--- src/rtl/rtc_bcd_timekeeper.sv ---
// rtc_bcd_timekeeper: BCD hh:mm:ss time-of-day counter advanced by a 1 Hz tick,
// with start/stop, clear, validated parallel load and optional 12-hour AM/PM counting.
module rtc_bcd_timekeeper #(
    parameter bit MODE_24H = 1'b1
) (
    input  logic       clk_in,
    input  logic       reset,
    input  logic       tick_1hz,
    input  logic       start,
    input  logic       stop,
    input  logic       clear,
    input  logic       load,
    input  logic [7:0] ld_hh,
    input  logic [7:0] ld_mm,
    input  logic [7:0] ld_ss,
    input  logic       ld_pm,
    output logic [7:0] hh,
    output logic [7:0] mm,
    output logic [7:0] ss,
    output logic       pm,
    output logic       running,
    output logic       min_pulse,
    output logic       hour_pulse,
    output logic       day_pulse,
    output logic       load_err
);
    typedef enum logic {HOLD, RUN} state_t;

    localparam logic [7:0] HH_RST = MODE_24H ? 8'h00 : 8'h12;

    state_t     state_q, state_d;
    logic [7:0] hh_q, hh_d, mm_q, mm_d, ss_q, ss_d;
    logic       pm_q, pm_d;
    logic       min_q, min_d, hour_q, hour_d, day_q, day_d, err_q, err_d;
    logic       ld_bad, s_wrap, m_wrap;

    // Two-digit BCD increment without wrap; callers handle the wrap points.
    function automatic logic [7:0] bcd_inc(input logic [7:0] v);
        return (v[3:0] == 4'd9) ? {v[7:4] + 4'd1, 4'd0} : {v[7:4], v[3:0] + 4'd1};
    endfunction

    assign ld_bad = (ld_ss[3:0] > 4'd9) || (ld_mm[3:0] > 4'd9) || (ld_hh[3:0] > 4'd9)
                 || (ld_ss[7:4] > 4'd5) || (ld_mm[7:4] > 4'd5)
                 || (MODE_24H ? (ld_hh > 8'h23) : (ld_hh == 8'h00 || ld_hh > 8'h12));
    assign s_wrap = (ss_q == 8'h59);
    assign m_wrap = (mm_q == 8'h59);

    always_comb begin
        state_d = state_q;
        hh_d    = hh_q;
        mm_d    = mm_q;
        ss_d    = ss_q;
        pm_d    = pm_q;
        min_d   = 1'b0;
        hour_d  = 1'b0;
        day_d   = 1'b0;
        err_d   = 1'b0;
        if (stop)
            state_d = HOLD;
        else if (start)
            state_d = RUN;
        if (clear) begin
            state_d = HOLD;
            hh_d    = HH_RST;
            mm_d    = 8'h00;
            ss_d    = 8'h00;
            pm_d    = 1'b0;
        end else if (load) begin
            err_d = ld_bad;
            if (!ld_bad) begin
                hh_d = ld_hh;
                mm_d = ld_mm;
                ss_d = ld_ss;
                pm_d = MODE_24H ? 1'b0 : ld_pm;
            end
        end else if (tick_1hz && state_q == RUN) begin
            ss_d  = s_wrap ? 8'h00 : bcd_inc(ss_q);
            min_d = s_wrap;
            if (s_wrap) begin
                mm_d   = m_wrap ? 8'h00 : bcd_inc(mm_q);
                hour_d = m_wrap;
            end
            if (s_wrap && m_wrap) begin
                if (MODE_24H) begin
                    hh_d  = (hh_q == 8'h23) ? 8'h00 : bcd_inc(hh_q);
                    day_d = (hh_q == 8'h23);
                end else begin
                    // 11->12 flips AM/PM; only the PM->AM flip is midnight.
                    hh_d  = (hh_q == 8'h12) ? 8'h01 : bcd_inc(hh_q);
                    pm_d  = (hh_q == 8'h11) ? ~pm_q : pm_q;
                    day_d = (hh_q == 8'h11) && pm_q;
                end
            end
        end
    end

    always_ff @(posedge clk_in) begin
        if (reset) begin
            state_q <= HOLD;
            hh_q    <= HH_RST;
            mm_q    <= 8'h00;
            ss_q    <= 8'h00;
            pm_q    <= 1'b0;
            min_q   <= 1'b0;
            hour_q  <= 1'b0;
            day_q   <= 1'b0;
            err_q   <= 1'b0;
        end else begin
            state_q <= state_d;
            hh_q    <= hh_d;
            mm_q    <= mm_d;
            ss_q    <= ss_d;
            pm_q    <= pm_d;
            min_q   <= min_d;
            hour_q  <= hour_d;
            day_q   <= day_d;
            err_q   <= err_d;
        end
    end

    assign hh         = hh_q;
    assign mm         = mm_q;
    assign ss         = ss_q;
    assign pm         = pm_q;
    assign running    = (state_q == RUN);
    assign min_pulse  = min_q;
    assign hour_pulse = hour_q;
    assign day_pulse  = day_q;
    assign load_err   = err_q;
endmodule

--- config.mk ---
export PLATFORM = sky130hd
export DESIGN_NAME = rtc_bcd_timekeeper
export DESIGN_NICKNAME = d
export VERILOG_FILES = /design/src/rtl/rtc_bcd_timekeeper.sv
export SDC_FILE = /design/constraint.sdc
export NUM_CORES = 1
export LEC_CHECK = 0
export CORE_ASPECT_RATIO = 1.75
export CORE_MARGIN = 4
export CORE_UTILIZATION = 50
export DETAILED_ROUTE_END_ITERATION = 6
export DONT_BUFFER_PORTS = 1
export GPL_ROUTABILITY_DRIVEN = 0
export PLACE_DENSITY = 0.61
export SYNTH_ARGS = -nofsm -noshare
export SYNTH_HDL_FRONTEND = slang
export SYNTH_SLANG_ARGS = --single-unit
--- constraint.sdc ---
create_clock -name clk_in -period 2.5 [get_ports clk_in]
set_input_delay 0.375 -clock clk_in [delete_from_list [all_inputs] [get_ports clk_in]]
set_output_delay 0.375 -clock clk_in [all_outputs]
set_load 0.05 [all_outputs]
==> results.cfg, run 1 <==
[run_status]
status = finished, final reports clean

[worst_hold_path]
min-delay-start = stop
hold_path_end = running$_SDFFE_PP0P_
hold_depth = 1
hp-class = input pin to flip-flop

[critical_path]
max_stage_delay_ps = 490
r2r_slack_ps = 380
arrival_ps = 2300
cp.required_ps = 2680
crit_chain = nand4bb_1 -> nor4b_2 -> a2bb2o_1 -> nand2_2 -> o32ai_1
worstSetupEndpointType = flip-flop
start_kind = flip-flop
crit_fanout = 10
crit_type = flip-flop to flip-flop
r2r_cells = 5
rr_startpoint = ss[0]$_SDFFE_PP0P_
reg2reg_to = hh[6]$_SDFFE_PP0P_
crit_slowest_cell = dfxtp_1

[power_and_ir_drop]
power.leakage_uw = 0.000763
p_per_area_nw_per_um2 = 448
fin_total_pwr_uw = 945
peakVddDrop_uv = 411

[final_layout]
seqCellArea_um2 = 581
drive_above_1_share_pct = 13.9
area_growth_pct = 14.2
num-nets-final = 289
fillCellCount = 357
multiInputGateArea_um2 = 1200
antenna_cells = 0
postLayoutCoreUtil_pct = 58.8

[sta]
tightest_slew_ps = 795
max_freq_mhz = 472
fin_crit_sh_pct = 84.8
drv_slew = 0
setup_tns_ps = 0
grt_setup_unrepaired = false
report.final.hold_viol_count = 0
finalClockSkew_ps = 4.52
setup-violations-final = 0
finalCriticalPeriod_ps = 2120
slew_headroom_pct = 46.9

[synthesis]
ys_seq_elements = 29
synth_edf_count = 0
yosysSeqAreaShare_pct = 31.4
ys.flop_type = dfxtp_1
ys_warn_count = 0
async_flop_share_pct = 0
synth_cell_type_count = 55
synth_area_leaders = dfxtp_1 31%, a21oi_1 6.8%, nand2_1 5.3%
yosysTopAreaCellShare_pct = 31.4
synth_top_area_cell = dfxtp_1
synth_cells = 236
syn-cell-area_um2 = 1850
synth_nets = 274
synth_area_per_cell_um2 = 7.84

[floorplanning]
coreArea_um2 = 3590
start_util_pct = 51.5
pin_count = 62
fp.dieArea_um2 = 4770
num_rows = 29
die_h_um = 88.5
fp.dieW_um = 54.0

[route]
wl_mm = 5.41
drtIter0Drc = 56
vias = 1872
first_pass_iters = 4
route.antenna.remaining_nets = 0
drc = 0
viasPerCell = 6.28
wl_per_cell_um = 18.2

[clock_network]
cts_buffers = 5
clock-root-buffer = clkbuf_8
cts_tree = yes
clock-sinks = 29
post_cts_resize_count = 0
clk_pin_slew_worst_paths_ps = 60
ctsHtreeMaxLevel = 2
hold_buffers = 0
post_cts_buffers = 0
cts_max_path_buffers = 2
clock_latency_ps = 280

[global_route]
grt_pass1_wl_mm = 8.51
antenna_found_initial = 0
grt-ovfl-total = 0
grt_pass1_vias = 1812
grt_max_degree = 54
track_usage_pct = 24.2

[place]
portBuffers = 0
dp_hpwl_mm = 4.12

[flow_run]
maxCapViolations = 0
-- flip-flops by register name, indices dropped and copies added (netlist names) --
signal	flops
load_err	1
running	1
mm	8
min_pulse	1
hour_pulse	1
ss	8
day_pulse	1
hh	8
-- placed cells by master (no fill, tap or decap), types with 3 or more instances in the layout --
cell type / count
dfxtp_1: 29
nand2_1: 26
a21oi_1: 25
buf_4: 21
o21ai_0: 14
nor2_1: 14
nand3_1: 11
nor3_1: 8
nor2b_1: 7
clkbuf_8: 7
mux2i_1: 6
ha_1: 6
inv_1: 5
or3_1: 5
a2bb2oi_1: 4
nor4b_1: 4
nand2b_1: 4
and3_1: 4
o31ai_1: 3
and3b_1: 3
a31oi_1: 3
a211oi_1: 3
a221oi_1: 3
-- report_power, final --
part	internal, uW	switching [uW]	total [uW]
Combinational	19.5	35.0	54.5
Sequential	464	3.45	467
Clock	248	176	424
Total	731	214	945
-- cells by family (layout without fill, tap and decap cells) --
kind of cell	after synthesis	in the layout	synth area share, %
other	1	1	0.203
and+or+nand+nor	99	99	29.8
AOI/OAI and AO/OA	74	74	26.0
xor gates and xnor gates	3	3	1.42
DFF	29	29	31.4
buffers and inverters	18	34	3.92
adders and majority gates	6	6	4.06
muxes	6	6	3.25
-- area by class of cell --
cell class	instances	area share, %
multi-input cells	189	56.6
flip-flops and latches	29	27.5
repair buffers	21	7.46
clock buffers	7	4.56
well taps	46	2.73
inverters	5	0.889
clock inverters	1	0.237
-- worst max path at each step --
stage,startpoint,end,slack (ps),cells past startpoint
after global routing,ss[0]$_SDFFE_PP0P_,hh[6]$_SDFFE_PP0P_,220,5
final,ss[0]$_SDFFE_PP0P_,hh[6]$_SDFFE_PP0P_,380,5
after global placement,ld_hh[6],mm[2]$_SDFFE_PP0P_,490,5
after CTS,ss[0]$_SDFFE_PP0P_,hh[6]$_SDFFE_PP0P_,390,5
after detailed placement,ss[0]$_SDFFE_PP0P_,hh[6]$_SDFFE_PP0P_,420,5
after floorplan,mm[5]$_SDFFE_PP0P_,mm[6]$_SDFFE_PP0P_,200,7
-- synth_stat cells, types with 2 or more instances --
master / number
ha_1: 6
nand2_1: 26
inv_1: 5
buf_1: 2
nand2b_1: 4
xor2_1: 2
nor3_1: 8
nand4bb_1: 2
a31oi_1: 3
a211oi_1: 3
a31o_2: 2
and3b_1: 3
nor2_1: 14
a21oi_1: 25
o21ai_0: 14
a221oi_1: 3
dfxtp_1: 29
nor4b_1: 4
o41ai_1: 2
and3_1: 4
o31ai_1: 3
nor2b_1: 7
clkbuf_1: 9
nand3_1: 11
nor4bb_1: 2
or3_1: 5
mux2i_1: 6
a22o_1: 2
a2bb2oi_1: 4
-- metal layers --
metal,vias up,wire [um],global-route usage [%],part of all wire (%)
li1,910,-,-,-
met1,892,1970,24.7,36
met2,62,2950,43.3,55
met3,8,416,8.26,7.7
met4,0,72,9.98,1.3
met5,-,0,0,0
-- metrics by stage --
| stage | cell area [um^2] | setup slack (ps) | hold WS [ps] | instances |
|---|---|---|---|---|
| 2_1_floorplan | 1850 | 196 | 454 | 236 |
| 3_3_place_gp | 2010 | 491 | 457 | 290 |
| 3_5_place_dp | 2010 | 422 | 463 | 290 |
| 4_1_cts | 2110 | 386 | 163 | 298 |
| 5_1_grt | 2110 | 218 | 157 | 298 |
| 6_report | 2110 | 380 | 171 | 298 |
-- worst max-delay path, delay by kind of cell, from the launching register on --
| kind | cells | cell delay [ps] |
|---|---|---|
| simple gates | 3 | 890 |
| flops | 1 | 490 |
| compound gates | 2 | 650 |
Note: power is estimated with default switching activity, not from simulation.
==> run 2, diff against run 1 <==
clock period = 2.1 ns   (was 2.5 ns; I/O delays follow)
==> run 2 against run 1 <==
  * Critical path depth increased by 2
  * Sequential power increased by 19%
  * Non-clock buffer count increased by 12
  * Fmax increased by 5.9%
  * Worst hold slack got worse by 56 ps
  * Clock skew increased by 4.0 ps
  * Combinational power increased by 21%
==> results.cfg, run 2 (same netlist as run 1, synthesis figures left out) <==
[floorplanning]
num_rows = 29
fp.dieArea_um2 = 4770
die_h_um = 88.5
start_util_pct = 51.5
pin_count = 62
fp.dieW_um = 54.0
coreArea_um2 = 3590

[clock_network]
clock-sinks = 29
hold_buffers = 0
cts_max_path_buffers = 2
ctsHtreeMaxLevel = 2
post_cts_buffers = 0
cts_tree = yes
cts_buffers = 5
clock-root-buffer = clkbuf_8
post_cts_resize_count = 0
clock_latency_ps = 280
clk_pin_slew_worst_paths_ps = 60

[global_route]
track_usage_pct = 24.8
grt-ovfl-total = 0
grt_pass1_wl_mm = 8.83
top_usage_layer = met2
grt_max_degree = 54
use_met2_pct = 45.3
grt_pass1_vias = 1955
met1_usage_pct = 26.4
antenna_found_initial = 0
met3_usage_pct = 5.73

[flow_run]
maxCapViolations = 0

[critical_path]
crit_family = simple AND/OR/NAND/NOR gates
crit_slowest_cell = or3_4
cp.required_ps = 2300
start_kind = flip-flop
arrival_ps = 2200
max_stage_delay_ps = 390
crit_type = flip-flop to flip-flop
cp_num_buf_inv = 1
crit_fanout = 4
worstSetupEndpointType = flip-flop
crit_chain = inv_1 -> ha_1 -> and3b_1 -> or3_4 -> or3b_1 -> a211o_1 -> a21oi_1

[place]
dp_hpwl_mm = 4.19
portBuffers = 0
dpl_cell_area_um2 = 2100

[sta]
finalCriticalPeriod_ps = 2000
grt_setup_unrepaired = false
fin_crit_sh_pct = 95.3
setup-violations-final = 0
tightest_slew_ps = 602
slew_headroom_pct = 59.8
drv_slew = 0
max_freq_mhz = 499
setup_tns_ps = 0
report.final.hold_viol_count = 0
finalClockSkew_ps = 8.57

[route]
route.antenna.remaining_nets = 0
first_pass_iters = 4
drtIter0Drc = 100
vias = 1939
wl_mm = 5.53
drc = 0
viasPerCell = 6.28
wl_per_cell_um = 17.9

[final_layout]
area_growth_pct = 18.8
num-nets-final = 301
drive_above_1_share_pct = 19.4
antenna_cells = 0
final_common_cell = buf_4
stdcell_area_um2 = 2200
layout_common_cells = 33 x buf_4, 26 x nand2_1, 25 x a21oi_1

[power_and_ir_drop]
seqPwrFrac_pct = 51.0
peakVddDrop_uv = 600
power_switching_uw = 254
combPwrFrac_pct = 6.1
clkPwrFrac_pct = 43.0
power.leakage_uw = 0.000818
p_per_area_nw_per_um2 = 495
swShare_pct = 23.3
p_int_uw = 834

[run_status]
status = finished, final reports clean

[worst_hold_path]
hp-class = input pin to flip-flop
## run 2: power by group through the flow
stage | logic, uW | clock network (uW) | registers, uW
2_1_floorplan | 62.0 | 0 | 570
3_3_place_gp | 64.1 | 0 | 566
3_5_place_dp | 66.3 | 0 | 567
4_1_cts | 66.6 | 480 | 554
5_1_grt | 74.2 | 505 | 554
6_report | 66.2 | 467 | 554
## run 2: stage by stage
| stage | util, % | power [uW] | setup slack, ps | hold WS (ps) | instances |
|---|---|---|---|---|---|
| after CTS | 61.0 | 1100 | 68.6 | 107 | 308 |
| after global routing | 61.2 | 1130 | 16.6 | 102 | 309 |
| after detailed placement | 58.6 | 633 | 84.6 | 408 | 301 |
| after global placement | 58.6 | 631 | 146 | 397 | 301 |
| final | 61.2 | 1090 | 97.9 | 115 | 309 |
| after floorplan | - | 632 | 12.1 | 394 | 236 |
## run 2: final cells by class
class | count | area [um^2]
sequential | 29 | 591
inverter | 5 | 18.8
timing repair buffer | 33 | 248
fill | 337 | 1400
tap | 46 | 57.6
clock buffer | 7 | 86.3
multi-input combinational | 189 | 1200
## run 2: worst register-to-register path: stages (launching register included)
cell and delay (ps):
dfxtp_4 340, inv_1 40, ha_1 180, and3b_1 200, or3_4 390, or3b_1 380
a211o_1 290, a21oi_1 120
## run 2: worst paths after layout
| path | startpoint | endpoint | slack [ps] | depth (start not counted) |
|---|---|---|---|---|
| max | mm[5]$_SDFFE_PP0P_ | mm[6]$_SDFFE_PP0P_ | 100 | 7 |
| min | stop | running$_SDFFE_PP0P_ | 120 | 1 |
| max reg2reg | mm[5]$_SDFFE_PP0P_ | mm[6]$_SDFFE_PP0P_ | 100 | 7 |
| min reg2reg | hh[2]$_SDFFE_PP0P_ | hh[2]$_SDFFE_PP0P_ | 500 | 2 |
## run 2: routing by layer
metal	routed length [um]	vias up	share of wire (%)
met3	479	10	8.7
met2	3000	85	54
met1	1940	916	35
li1	-	928	-
met5	0	-	0
met4	106	0	1.9
